## src/rtl/link_init_fsm.sv

```systemverilog
// link_init_fsm: host magic / ID reply / sample-rate handshake that gates the
// FTDI byte stream over to the sample datapath once a supported rate is agreed.
module link_init_fsm #(
    parameter int                     MAGIC_LEN   = 3,
    parameter logic [8*MAGIC_LEN-1:0] MAGIC       = "UTN",
    parameter int                     REPLY_LEN   = 5,
    parameter logic [8*REPLY_LEN-1:0] REPLY       = "UTNv2",
    parameter logic [23:0]            TIMEOUT_CYC = 24'd12_000_000
) (
    input  logic        clk,
    input  logic        rst,
    input  logic [7:0]  rx_data,
    input  logic        rx_valid,
    output logic        rx_ready,
    output logic [7:0]  tx_data,
    output logic        tx_valid,
    input  logic        tx_ready,
    input  logic        rearm,
    output logic        init_rdy,
    output logic [2:0]  rate_sel,
    output logic [15:0] rate_hz,
    output logic        timeout
);
    typedef enum logic [2:0] {HUNT, ID, RATE, CHECK, ACK, READY} state_t;
    localparam logic [127:0] RATE_TBL = {16'd8000, 16'd11025, 16'd16000, 16'd22050,
                                         16'd24000, 16'd32000, 16'd44100, 16'd48000};
    // Byte i of a string of len bytes whose first byte sits in the MSBs.
    function automatic logic [7:0] pick(input logic [63:0] s, input int len, input int i);
        return 8'(s >> (8 * (len - 1 - i)));
    endfunction
    state_t      r_state, w_state;
    logic [2:0]  r_idx, w_idx;
    logic [15:0] r_samp, w_samp;
    logic        r_ack_err, w_ack_err;
    logic [23:0] r_cnt, w_cnt;
    logic [7:0]  r_tx_data, w_tx_data;
    logic        r_tx_valid, w_tx_valid;
    logic        r_rx_ready, w_rx_ready;
    logic        r_init_rdy, w_init_rdy;
    logic [2:0]  r_rate_sel, w_rate_sel;
    logic [15:0] r_rate_hz, w_rate_hz;
    logic        r_timeout, w_timeout;
    logic        w_rx_xfer, w_tx_xfer, w_xfer, w_hit;
    logic [2:0]  w_hit_sel;
    logic [63:0] w_ack_str;
    assign rx_ready = r_rx_ready;
    assign tx_data  = r_tx_data;
    assign tx_valid = r_tx_valid;
    assign init_rdy = r_init_rdy;
    assign rate_sel = r_rate_sel;
    assign rate_hz  = r_rate_hz;
    assign timeout  = r_timeout;
    assign w_rx_xfer = rx_valid && r_rx_ready;
    assign w_tx_xfer = r_tx_valid && tx_ready;
    assign w_xfer    = w_rx_xfer || w_tx_xfer;
    assign w_ack_str = r_ack_err ? 64'("ERR") : 64'("OK");
    always_comb begin
        w_hit     = 1'b0;
        w_hit_sel = 3'd0;
        for (int i = 0; i < 8; i++) begin
            if (r_samp == RATE_TBL[16*i +: 16]) begin
                w_hit     = 1'b1;
                w_hit_sel = 3'(i);
            end
        end
    end
    always_ff @(posedge clk) begin
        if (rst) begin
            r_state    <= HUNT;
            r_idx      <= '0;
            r_samp     <= '0;
            r_ack_err  <= 1'b0;
            r_cnt      <= '0;
            r_tx_data  <= '0;
            r_tx_valid <= 1'b0;
            r_rx_ready <= 1'b0;
            r_init_rdy <= 1'b0;
            r_rate_sel <= '0;
            r_rate_hz  <= '0;
            r_timeout  <= 1'b0;
        end else begin
            r_state    <= w_state;
            r_idx      <= w_idx;
            r_samp     <= w_samp;
            r_ack_err  <= w_ack_err;
            r_cnt      <= w_cnt;
            r_tx_data  <= w_tx_data;
            r_tx_valid <= w_tx_valid;
            r_rx_ready <= w_rx_ready;
            r_init_rdy <= w_init_rdy;
            r_rate_sel <= w_rate_sel;
            r_rate_hz  <= w_rate_hz;
            r_timeout  <= w_timeout;
        end
    end
    always_comb begin
        w_state    = r_state;
        w_idx      = r_idx;
        w_samp     = r_samp;
        w_ack_err  = r_ack_err;
        w_cnt      = (w_xfer || r_state == HUNT || r_state == READY) ? 24'd0 : r_cnt + 24'd1;
        w_tx_data  = r_tx_data;
        w_tx_valid = r_tx_valid;
        w_rx_ready = r_rx_ready;
        w_init_rdy = r_init_rdy;
        w_rate_sel = r_rate_sel;
        w_rate_hz  = r_rate_hz;
        w_timeout  = 1'b0;
        case (r_state)
            HUNT: begin
                w_rx_ready = 1'b1;
                w_tx_valid = 1'b0;
                if (w_rx_xfer) begin
                    if (rx_data != pick(64'(MAGIC), MAGIC_LEN, int'(r_idx)))
                        w_idx = (rx_data == pick(64'(MAGIC), MAGIC_LEN, 0)) ? 3'd1 : 3'd0;
                    else if (int'(r_idx) != MAGIC_LEN - 1)
                        w_idx = r_idx + 3'd1;
                    else begin
                        w_state    = ID;
                        w_idx      = 3'd0;
                        w_rx_ready = 1'b0;
                        w_tx_valid = 1'b1;
                        w_tx_data  = pick(64'(REPLY), REPLY_LEN, 0);
                    end
                end
            end
            ID: begin
                if (w_tx_xfer) begin
                    if (int'(r_idx) != REPLY_LEN - 1) begin
                        w_idx     = r_idx + 3'd1;
                        w_tx_data = pick(64'(REPLY), REPLY_LEN, int'(r_idx) + 1);
                    end else begin
                        w_state    = RATE;
                        w_idx      = 3'd0;
                        w_tx_valid = 1'b0;
                        w_rx_ready = 1'b1;
                    end
                end
            end
            RATE: begin
                if (w_rx_xfer) begin
                    if (r_idx == 3'd0) begin
                        w_samp[7:0] = rx_data;
                        w_idx       = 3'd1;
                    end else begin
                        w_samp[15:8] = rx_data;
                        w_state      = CHECK;
                        w_idx        = 3'd0;
                        w_rx_ready   = 1'b0;
                    end
                end
            end
            CHECK: begin
                w_state    = ACK;
                w_idx      = 3'd0;
                w_ack_err  = !w_hit;
                w_tx_valid = 1'b1;
                w_tx_data  = w_hit ? "O" : "E";
                w_rate_sel = w_hit ? w_hit_sel : r_rate_sel;
                w_rate_hz  = w_hit ? r_samp : r_rate_hz;
            end
            ACK: begin
                if (w_tx_xfer) begin
                    if (int'(r_idx) != (r_ack_err ? 2 : 1)) begin
                        w_idx     = r_idx + 3'd1;
                        w_tx_data = pick(w_ack_str, r_ack_err ? 3 : 2, int'(r_idx) + 1);
                    end else begin
                        w_state    = r_ack_err ? HUNT : READY;
                        w_idx      = 3'd0;
                        w_tx_valid = 1'b0;
                        w_rx_ready = r_ack_err;
                        w_init_rdy = !r_ack_err;
                    end
                end
            end
            READY: begin
                w_rx_ready = 1'b0;
                w_tx_valid = 1'b0;
                if (rearm) begin
                    w_state    = HUNT;
                    w_idx      = 3'd0;
                    w_init_rdy = 1'b0;
                    w_rx_ready = 1'b1;
                end
            end
            default: w_state = HUNT;
        endcase
        // A transfer in the same cycle always wins over an expiring idle timer.
        if ((r_state == ID || r_state == RATE || r_state == ACK) && !w_xfer &&
            r_cnt >= TIMEOUT_CYC - 24'd1) begin
            w_state    = HUNT;
            w_idx      = 3'd0;
            w_samp     = '0;
            w_tx_valid = 1'b0;
            w_rx_ready = 1'b1;
            w_timeout  = 1'b1;
        end
    end
endmodule
```

## config.mk

```make
export PLATFORM = sky130hd
export DESIGN_NAME = link_init_fsm
export DESIGN_NICKNAME = d
export VERILOG_FILES = /design/src/rtl/link_init_fsm.sv
export SDC_FILE = /design/constraint.sdc
export NUM_CORES = 1
export LEC_CHECK = 0
export CAP_MARGIN = 20
export CORE_UTILIZATION = 52
export CTS_BUF_LIST = sky130_fd_sc_hd__clkbuf_4 sky130_fd_sc_hd__clkbuf_8 sky130_fd_sc_hd__clkbuf_16
export DETAILED_ROUTE_END_ITERATION = 16
export PLACE_DENSITY = 0.79
export RECOVER_POWER = 25
export SYNTH_ARGS = -nofsm -noshare
export SYNTH_HDL_FRONTEND = slang
export SYNTH_SLANG_ARGS = --single-unit
```

## constraint.sdc

```tcl
create_clock -name clk -period 3.25 [get_ports clk]
set_clock_uncertainty 0.1 [all_clocks]
set_input_delay 0.4875 -clock clk [delete_from_list [all_inputs] [get_ports clk]]
set_output_delay 0.4875 -clock clk [all_outputs]
set_load 0.01 [all_outputs]
```

-- Word-level counts from Yosys, hierarchy flattened
Index checks and enable logic that the tools add are counted.
- add/subtract/negate cells: 7
- multipliers: 0
- divide/modulo/power cells: 0
- $lt $le $gt $ge: 1
- eq/ne operators: 36
- shifts and indexed selects: 3
- mux-type cells: 75
- bitwise gates (word level): 1
- reductions and logical operators: 30
- operator list (kind ; count):
    2-to-1 mux 3 bit ; 25
    2-to-1 mux 8 bit ; 7
    equality test 16 x 15 -> 1 bit (second input constant) ; 3
    >> shifter 39 x 32 -> 8 bit (first input constant) ; 1
    one-hot mux 3 bit (6 select lines) ; 2
    2-to-1 mux 1 bit ; 34
    equality test 16 x 14 -> 1 bit (second input constant) ; 2
    equality test 16 bit (second input constant) ; 2
    one-hot mux 8 bit (4 select lines) ; 1
    >> shifter 23 x 32 -> 8 bit ; 1
    >> shifter 23 x 32 -> 8 bit (first input constant) ; 1
    subtractor 4 x 29 -> 29 bit (first input constant) ; 1
    adder 24 x 1 -> 24 bit (second input constant) ; 1
    >= comparator 24 bit (second input constant) ; 1
    != test 2 bit (second input constant) ; 12
    2-to-1 mux 23 bit ; 1
    != test 3 x 2 -> 1 bit (second input constant) ; 6
    equality test 16 x 13 -> 1 bit (second input constant) ; 1
    nonzero test 6 bit ; 2
    one-hot mux 1 bit (5 select lines) ; 2
    AND reduction 10 bit ; 1
    equality test 8 x 7 -> 1 bit (second input constant) ; 1
    != test 8 bit ; 1
    AND reduction 8 bit ; 1
    other kinds (28) ; 43
- bits in registers: 78
- latch bits: 0
- memory bits (writable): 0
- memory bits (read-only): 0
- memories kept: 0

-- Logic depth before layout (Yosys ltp)
Gate-level depths: netlist (run 1).
- word-level depth: 11
- mapped depth: 13

-- Least setup slack after synthesis (run 1)
OpenSTA, ideal clock, no wires.
- path type: register -> register
- from: register r_idx[0]
- to: register r_tx_data[3], in the netlist tx_data[3]
- setup time: 61 ps
- arrival: 2868 ps
- data required time: 3089 ps
- setup slack: 221 ps
- stages on the path, launching flop included: 13
- path buffers: 3
- clock period less this slack: 3029 ps
- path through: dfxtp_1 > clkbuf_1 > inv_2 > ha_1 > buf_2 > buf_1 > o21ai_0 > ha_1 > nor4_2 > nand3_1 > o32a_1 > nand2_1 > a32o_1
- cells in the longest elaborated chain, start to end: 6
- ends and longest elaborated chain (item ; RTL line ; text):
    start, declared ; 32 ; logic [2:0] r_idx, w_idx;
    start signal, assigned ; 83 ; r_idx <= w_idx;
    adder 3 x 1 -> 4 bit ; 131, 166 ;
    subtractor 4 x 29 -> 29 bit / subtractor 3 x 5 -> 6 bit (equally long branches) ; 29 ; return 8'(s >> (8 * (len - 1 - i)));
    >> shifter 39 x 32 -> 8 bit / >> shifter 23 x 32 -> 8 bit (equally long branches) ; 29 ;
    2-to-1 mux 8 bit (on tied branches) ; 129, 164 ;
    2-to-1 mux 8 bit (on tied branches) ; 128, 163 ;
    one-hot mux 8 bit (4 select lines) ; 109 ; case (r_state)
    end signal, assigned ; 87 ; r_tx_data <= w_tx_data;
    end, declared ; 36 ; logic [7:0] r_tx_data, w_tx_data;
Parallel ways exist; a longest one is shown, timed or not. The select of a mux whose other input is x is not followed.
A chain may end at the register's enable or synchronous reset.

-- Worst setup path in the final report (run 1)
- from: register r_idx[0]
- to: register r_tx_data[4], in the netlist tx_data[4]
Same word-level chain as after synthesis.

==> impl_results.md, run 1 <==
* Placer congestion estimate at around 0.95
* Max Clk Rate at about 0.33 GHz
* Dpl ws at around 330 ps
* DIE HEIGHT at 94.20 µm
* Die Footprint at ~0.0089 mm²
* Crit start category: register
* CP Data Arrival Time at roughly 3200 ps
* Post-CTS sizing at 0
* Synth Area in Compound Gates at 16.28%
* Crit-path max FO at 14
* Area grow syn2layout at 17.55%
* Top cell type's share of synthesized area at between 30% and 40%
* Commonest cells post-synth: nor2_1 (98), dfxtp_1 (77), nand2_1 (40), mux2i_1 (33), a21oi_1 (21)
* Largest net degree at the start of global routing at 30
* Part of the power in registers at 50.8%
* Final nets at roughly 600
* Ys Warns at 0
* Core region area at just over 0.008 mm²
* Vias per inst at 5.951
* Mapped Nets at between 500 and 600
* Yosys top cell by area: dfxtp_1
* CTS Buf Count at 9
* Final setup fails at 0
* Fraction of layout cells with a size suffix above 1 at under 10%
* Diode count at 0
* Cell count after placement at 683
* Fin crit share at approximately 92%
* Unrepaired setup endpoints after global routing: no
* Remaining Overflow, GRT at 0
* Outcome: complete, no violations
* Drt total wl at about 11,000 µm
* XOR/XNOR share of the synthesized area at about 5.5%
* CP Data Required Time at 3400 ps
* Min Tclk post-route at roughly 3000 ps
* Worst Slack Setup Final at between 200 and 250 ps
* Vias in the first global route at approximately 3,700
* Peak supply drop at about 0.4 mV
* Post-Syn Area at between 0.004 and 0.005 mm²
* Clock slew at reported path FFs at 80 ps
* #FFs+latches synth at between 70 and 80
* Post-CTS Setup Repair Bufs at 0
* Design internal power at roughly 1.5 mW
* Worst-Margin Slew at slightly below 800 ps
* Mux share of post-synthesis cell area at under 10%
* Iteration-0 DRC Markers at a little under 400
* Die W at 94.20 µm
* WL/cell at around 15 µm
* Static leakage at 2.004 nW
* GR Util All Layers at approximately 25%
* Async SR Flop Fraction at 0%
* Clock Path Buffers at 2
* Total Power at roughly 1.9 mW
* Simple-gate share of the synthesized area at between 20% and 30%
* Worst Setup End Kind: register
* Wl on met1 at approximately 4900 µm
* CTS tree: done
* Initial core utilization at between 50% and 60%
* Register area share after synthesis at between 30% and 40%
* FF-to-FF setup slack at around 250 ps
* Slew headroom at between 40% and 50%
* HPWL after DPL at 7645 µm
* Rows at 33
* Number of top-level pins at 44
* Met3 routed WL at around 540 µm
* Fin Setup TNS at 0 ps
* Max H-tree Level at 3
* Pwr per Cell Area at about 360 mW/mm²
* Switching power at between 400 and 500 µW
* Adder-cell share of the synthesized area at 2.264%
* CTS Hold Bufs at 0
* Top_reg_cell synth: dfxtp_1
* Via count at 4,160
* Yosys cell types at 78
* Number of synthesized flops with an enable pin at 0
* Syn_area_per_cell at 8.081 µm²
* Root Buffer: clkbuf_8
* Worst skew pair latency at between 300 and 400 ps
* Combinational family with the most area after synthesis: simple AND/OR/NAND/NOR gates
* Detail Route Antenna Nets at 0
* Final Max Slew Viols at 0
* Setup CP Type: register to register
* Most frequent cell after synthesis: nor2_1
* CTS Sinks at a little under 80
* Drt pass-1 iters at 5
* DRC at 0
* Mapped Cells at 547
* Top cells by area, synth: dfxtp_1 (35%), nor2_1 (8.3%), mux2i_1 (7.5%)
* Initial antenna violation count at 0
* Number of port buffers at 42
* MaxCap Viol Count at 0
* Combinational share of power at approximately 5.0%
* Fin cells at approximately 700
* Switching share of power at between 20 and 25%
* Met2 routed WL at roughly 5000 µm
* First-pass GRT wire length at between 15,000 and 20,000 µm
* Proportion of power drawn by the clock network at between 40 and 50%
* Max layer used: met4
* Hold Path Class: register to register
* Fin. Hold Viols at 0
-- final timing paths --
path | cells past startpoint | to | from
setup / recovery | 8 | tx_data[4]$_SDFFE_PP0P_ | r_idx[0]$_SDFFE_PP0P_
hold / removal | 2 | tx_data[0]$_SDFFE_PP0P_ | tx_data[0]$_SDFFE_PP0P_
hold reg to reg | 2 | tx_data[0]$_SDFFE_PP0P_ | tx_data[0]$_SDFFE_PP0P_
setup reg to reg | 8 | tx_data[4]$_SDFFE_PP0P_ | r_idx[0]$_SDFFE_PP0P_
-- metrics by stage --
step                      hold slack, ps  instance area, µm²  utilization [%]
after global placement             356.9                4967            60.45
final                              356.1                5196            63.24
after floorplan                    337.2                4420                -
after CTS                          363.5                5196            63.24
after global routing               403.4                5196            63.24
after detailed placement           351.7                4967            60.45
-- registers in the layout, indices dropped and copies added (netlist names) --
name	flops
r_cnt	24
r_samp	16
rate_hz	16
tx_data	7
r_idx	3
r_state	3
rate_sel	3
init_rdy	1
r_ack_err	1
rx_ready	1
timeout	1
tx_valid	1
-- cells by family after synthesis --
family / after synthesis
other: 1
AO/OA/AOI/OAI: 105
flip-flops: 77
buffers and inverters: 45
XOR/XNOR: 28
AND/OR/NAND/NOR: 250
adder cells (fa/ha/maj): 8
multiplexers: 33
-- worst max-delay path: stages (launching register included) --
cell,delay [ps]
dfxtp_1,640
inv_2,80
ha_1,530
nand2b_1,140
a211o_1,330
o22a_1,260
nor3_2,220
o21ai_1,250
a221oi_1,370
-- power groups by stage --
stage / combinational, mW / clock (mW) / sequential, mW
CTS: 0.0918 / 0.837 / 0.949
global route: 0.102 / 0.875 / 0.950
finish: 0.0939 / 0.825 / 0.949
global placement: 0.0899 / 0 / 0.971
floorplan: 0.0540 / 0 / 0.970
detailed placement: 0.0912 / 0 / 0.971
-- metal layers --
layer | vias up | global-route usage [%]
met3 | 29 | 4.369
li1 | 2043 | -
met5 | - | 0
met4 | 0 | 9.231
met1 | 1936 | 33.23
met2 | 152 | 40.04
-- placed cells by master, fill, tap and decap left out, types with 4 or more instances in the layout --
cell type,Yosys,layout
a21oi_1,21,21
a221oi_1,5,5
a31oi_1,7,7
and2_1,5,5
and3_1,8,8
buf_4,1,14
clkbuf_8,0,10
clkdlybuf4s50_1,0,16
dfxtp_1,77,77
dlygate4sd3_1,0,26
ha_1,8,8
inv_1,18,18
mux2i_1,33,33
nand2_1,40,40
nand2b_1,9,9
nand3_1,16,16
nand4_1,13,13
nor2_1,98,98
nor2b_1,6,6
nor3_1,10,10
nor3_2,4,4
nor4_1,7,7
o21ai_0,17,17
o21ai_1,5,5
o22ai_1,5,5
or3_1,4,4
xnor2_1,13,13
xor2_1,15,15
-- final cells by class --
type	count	area, µm²
fill	697	3020
multi-input combinational	425	2694
sequential	77	1541
timing repair buffer	56	525.5
clock buffer	13	160.2
tap	105	131.4
inverter	20	75.07
clock inverter	3	68.82
(Power assumes the default switching activity.)
==> run 2, diff against run 1 <==
- CTS_CLUSTER_SIZE: not set -> 12
==> results of run 2 <==
No change in the layout: final DEF, timing and power equal those of run 1.
==> RTL change 1: new RTL, config.mk and constraints of run 2 <==
Encoding of `state_t`: now one-hot (6 bits for 6 states).
--- a/src/rtl/link_init_fsm.sv
+++ b/src/rtl/link_init_fsm.sv
@@ -21,7 +21,7 @@
     output logic [15:0] rate_hz,
     output logic        timeout
 );
-    typedef enum logic [2:0] {HUNT, ID, RATE, CHECK, ACK, READY} state_t;
+    typedef enum logic [5:0] {HUNT = 6'b000001, ID = 6'b000010, RATE = 6'b000100, CHECK = 6'b001000, ACK = 6'b010000, READY = 6'b100000} state_t;
     localparam logic [127:0] RATE_TBL = {16'd8000, 16'd11025, 16'd16000, 16'd22050,
                                          16'd24000, 16'd32000, 16'd44100, 16'd48000};
     // Byte i of a string of len bytes whose first byte sits in the MSBs.
Check against the original RTL: same outputs for any inputs over 10 cycles, from zero or initial values and one cycle with rst high; not proved beyond that.
==> RTL change 1 against run 2 <==
Core utilization down 1.8 points. Hold slack better by 0.013 ns. Cell area is 2.3% lower. Critical path depth is 4 higher. Power down 0.26%. Sequential cell count up 3. Global-route usage rose by 0.91 points. Setup slack improved by 0.13 ns. Synthesized area is 0.42% higher. Synthesized cell count rose by 0.37%. Non-clock buffer count shrank 9. Wire length is 0.44% higher. Critical path type unchanged. Highest routed layer unchanged.
==> RTL change 1: results (changes against run 2) <==
[outcome]
status = finished, final reports clean  ; unchanged

[min_path]
hold_start = r_cnt[0]$_SDFF_PP0_  ; was tx_data[0]$_SDFFE_PP0P_

[layout]
buffers = 47  ; was 56
largest_reg_flops = 24  ; unchanged
drive_above_1_share_pct = 7.38  ; was 7.74%
n_clock_buffer = 10  ; was 13
clkCellAreaFrac_pct = 4.19  ; was 4.41%
fin_util_pct = 61.5  ; was 63.2%
seq_area_mm2 = 0.00160  ; was 0.00154 mm2
inverters = 16  ; was 20
nonClkBufAreaFrac_pct = 9.02  ; was 10.1%
nets = 599  ; was 610
fillers = 741  ; was 697
diodes = 0  ; unchanged
regMostFlops = r_cnt  ; unchanged
multi_input_area_mm2 = 0.00261  ; was 0.00269 mm2
multi_input_cells = 424  ; was 425

[placed_design]
dpl_worst_slack_ns = 0.367  ; was 0.326 ns
dp_hpwl_um = 7720  ; was 7640 um
place_congestion = 0.953  ; was 0.948
place_area_mm2 = 0.00486  ; was 0.00497 mm2
port_buffers = 42  ; unchanged
dp.cells = 672  ; was 683

[worst_setup_path]
path_max_fanout = 11  ; was 14
r2r_start = r_idx[1]$_SDFFE_PP0P_  ; was r_idx[0]$_SDFFE_PP0P_
worst_path_largest_cell_delay_ns = 0.53  ; was 0.64 ns

[global_route]
grt_pass1_wl_um = 18000  ; was 17500 um
grt_pass1_vias = 3754  ; was 3665
grt_start_max_net_pins = 26  ; was 30
grtUsageTotal_pct = 25.9  ; was 25.0%

[clocking]
htree_levels = 3  ; unchanged
clockBufferDepth = 2  ; unchanged

[drt]
drt-initial-drc-count = 231  ; was 385
wire_per_inst_um = 15.7  ; was 15.4 um
num_vias = 4112  ; was 4160

[synthesis]
synth_common_cells = dfxtp_1 (80), nor2_1 (70), nand2_1 (65)  ; was nor2_1 (98), dfxtp_1 (77), nand2_1 (40)
synth-seq-cells = 80  ; was 77
async_flop_share_pct = 0  ; unchanged
synth_area_leaders = dfxtp_1 (36%), nor2_1 (5.9%), nand2_1 (5.5%)  ; was dfxtp_1 (35%), nor2_1 (8.3%), mux2i_1 (7.5%)
synth_nets = 570  ; was 568
synth_cell_types = 74  ; was 78
syn_area_per_cell_um2 = 8.09  ; was 8.08 um2
ys_seq_area_share_pct = 36.1  ; was 34.9%

[power_and_ir_drop]
p_leak_uw = 0.00189  ; was 0.00200 uW
ir_drop_uv = 243  ; was 398 uV
p_sw_uw = 461  ; was 403 uW

[timing]
slew_headroom_pct = 32.4  ; was 47.9%

[floorplanning]
nWellTaps = 105  ; unchanged

[RTL change 1: cell types whose count changed after synthesis, sizes merged, moves of 4 or more]
cell and delta:
a21oi +13, and2 -4, clkbuf +5, inv -4
mux2i -16, nand2 +26, nand3 +5, nand3b +4
nor2 -28, nor3 +5, nor4 +4, or3 +5
[RTL change 1: final timing paths]
| check | endpoint | slack (ns) | depth (start not counted) |
|---|---|---|---|
| setup / recovery | tx_data[4]$_SDFFE_PP0P_ | 0.38 | 12 |
| hold / removal | r_cnt[0]$_SDFF_PP0_ | 0.37 | 1 |
| setup reg to reg | tx_data[4]$_SDFFE_PP0P_ | 0.38 | 12 |
| hold reg to reg | r_cnt[0]$_SDFF_PP0_ | 0.37 | 1 |
[RTL change 1: power groups by stage]
stage                     Sequential (uW)  Clock [uW]  Combinational, uW
after floorplan                      1010           0               46.2
after CTS                             982         804               81.0
after global routing                  982         850               89.9
after detailed placement             1000           0               80.3
final                                 982         798               82.9
after global placement               1000           0               78.8
[RTL change 1: kinds of logic after synthesis]
| group | after synthesis | share of synthesized area, % |
|---|---|---|
| adders and majority gates | 9 | 2.48 |
| DFF | 80 | 36.1 |
| buffers and inverters | 45 | 5.10 |
| and+or+nand+nor | 256 | 29.8 |
| muxes | 17 | 3.83 |
| AOI/OAI and AO/OA | 111 | 16.7 |
| other | 1 | 0.0845 |
| xor gates and xnor gates | 30 | 5.92 |
[RTL change 1: metal layers]
| layer | global-route usage (%) | share of wire [%] | up-vias |
|---|---|---|---|
| met4 | 9.23 | 2.2 | 0 |
| met1 | 35.5 | 46 | 1898 |
| met2 | 40.4 | 45 | 164 |
| met5 | 0 | 0 | - |
| met3 | 4.91 | 6.4 | 25 |
| li1 | - | - | 2025 |
==> RTL change 2: new RTL, config.mk and constraints of run 2 <==
Made on the original files. Change the parameter `TIMEOUT_CYC` from 24'd12_000_000 to 24'd6000000.
--- a/src/rtl/link_init_fsm.sv
+++ b/src/rtl/link_init_fsm.sv
@@ -5,7 +5,7 @@
     parameter logic [8*MAGIC_LEN-1:0] MAGIC       = "UTN",
     parameter int                     REPLY_LEN   = 5,
     parameter logic [8*REPLY_LEN-1:0] REPLY       = "UTNv2",
-    parameter logic [23:0]            TIMEOUT_CYC = 24'd12_000_000
+    parameter logic [23:0]            TIMEOUT_CYC = 24'd6000000
 ) (
     input  logic        clk,
     input  logic        rst,
Function: same outputs for any inputs over 10 cycles, from zero or initial values and one cycle with rst high; that may be too few to reach the edited logic, so the function may still have changed.
==> RTL change 2 against run 2 <==
Synthesized area increased by 1.2%. First-iteration DRC count shrank 13%. Power is 6.3% lower. Core utilization is 1.3 points lower. Cell area down 1.5%. Wire length is 2.9% lower. Die area grew 1.2%. Sequential cell count unchanged. Clock power shrank 9.5%. Combinational power fell by 36%. Sequential power decreased by 0.5%. Setup slack improved by 0.038 ns. Via count shrank 2.4%.
==> RTL change 2: results (changes against run 2) <==
[drt]
met2_length_um = 4950  ; was 5020 um
wire_per_inst_um = 15.5  ; was 15.4 um

[synthesis]
synth_area_leaders = dfxtp_1 (34%), nor2_1 (5.7%), mux2i_1 (4.9%)  ; was dfxtp_1 (35%), nor2_1 (8.3%), mux2i_1 (7.5%)
synth_xor_area_share_pct = 6.07  ; was 5.55%
syn_area_per_cell_um2 = 8.44  ; was 8.08 um2
synth_cell_types = 89  ; was 78
synth_nets = 551  ; was 568
synth_common_cells = dfxtp_1 (77), nor2_1 (68), a21oi_1 (42)  ; was nor2_1 (98), dfxtp_1 (77), nand2_1 (40)
ys_seq_area_share_pct = 34.5  ; was 34.9%
synthAdderAreaFrac_pct = 2.46  ; was 2.26%

[placed_design]
dp_hpwl_um = 7770  ; was 7640 um
place_congestion = 0.909  ; was 0.948
dpl_worst_slack_ns = 0.340  ; was 0.326 ns
dp.cells = 658  ; was 683

[layout]
nets = 585  ; was 610
stdcell_count = 674  ; was 699
drive_above_1_share_pct = 9.67  ; was 7.74%

[global_route]
grtUsageTotal_pct = 24.8  ; was 25.0%
grt_pass1_wl_um = 17500  ; about the same
use_met3_pct = 3.70  ; was 4.37%
use_met1_pct = 31.6  ; was 33.2%

[min_path]
hold_start = rate_hz[10]$_SDFFE_PP0N_  ; was tx_data[0]$_SDFFE_PP0P_
min_to = rate_hz[10]$_SDFFE_PP0N_  ; was tx_data[0]$_SDFFE_PP0P_

[outcome]
status = finished, final reports clean  ; unchanged

[worst_setup_path]
path_max_fanout = 11  ; was 14
crit_end = tx_valid$_SDFFE_PP0P_  ; was tx_data[4]$_SDFFE_PP0P_
critPathTopFamily = simple AND/OR/NAND/NOR gates  ; was compound AO/OA/AOI/OAI gates
r2r_start = r_idx[1]$_SDFFE_PP0P_  ; was r_idx[0]$_SDFFE_PP0P_

[power_and_ir_drop]
p_leak_uw = 0.00193  ; was 0.00200 uW
ir_drop_uv = 270  ; was 398 uV

==> RTL change 2: changes by cell type in the layout (fill, tap and decap cells not counted), sizes merged, moves of 5 or more <==
cell / before / now
nand3: 17 / 33
nor2: 98 / 68
a221oi: 5 / 0
a21oi: 22 / 44
inv: 20 / 6
mux2i: 33 / 22
buf: 14 / 7
nor3: 14 / 21
nand2: 40 / 31
==> RTL change 2: final cells by class <==
cell class	instances	area [um2]
fillers	733	3140
multi-input cells	421	2740
flip-flops and latches	77	1540
repair buffers	49	473
clock buffers	11	145
well taps	105	131
clock inverters	5	60.1
inverters	6	22.5
==> RTL change 2: power by group <==
part	switching [uW]	internal [uW]
Combinational	34.5	25.3
Sequential	0.785	943
Clock	361	386
Total	396	1350
==> RTL change 2: through the flow <==
stage          hold slack [ns]  power (uW)  instance area, um2
2_1_floorplan            0.342         996                4470
3_3_place_gp             0.351        1020                4910
3_5_place_dp             0.359        1020                4910
4_1_cts                  0.369        1760                5120
5_1_grt                  0.380        1810                5120
6_report                 0.362        1750                5120
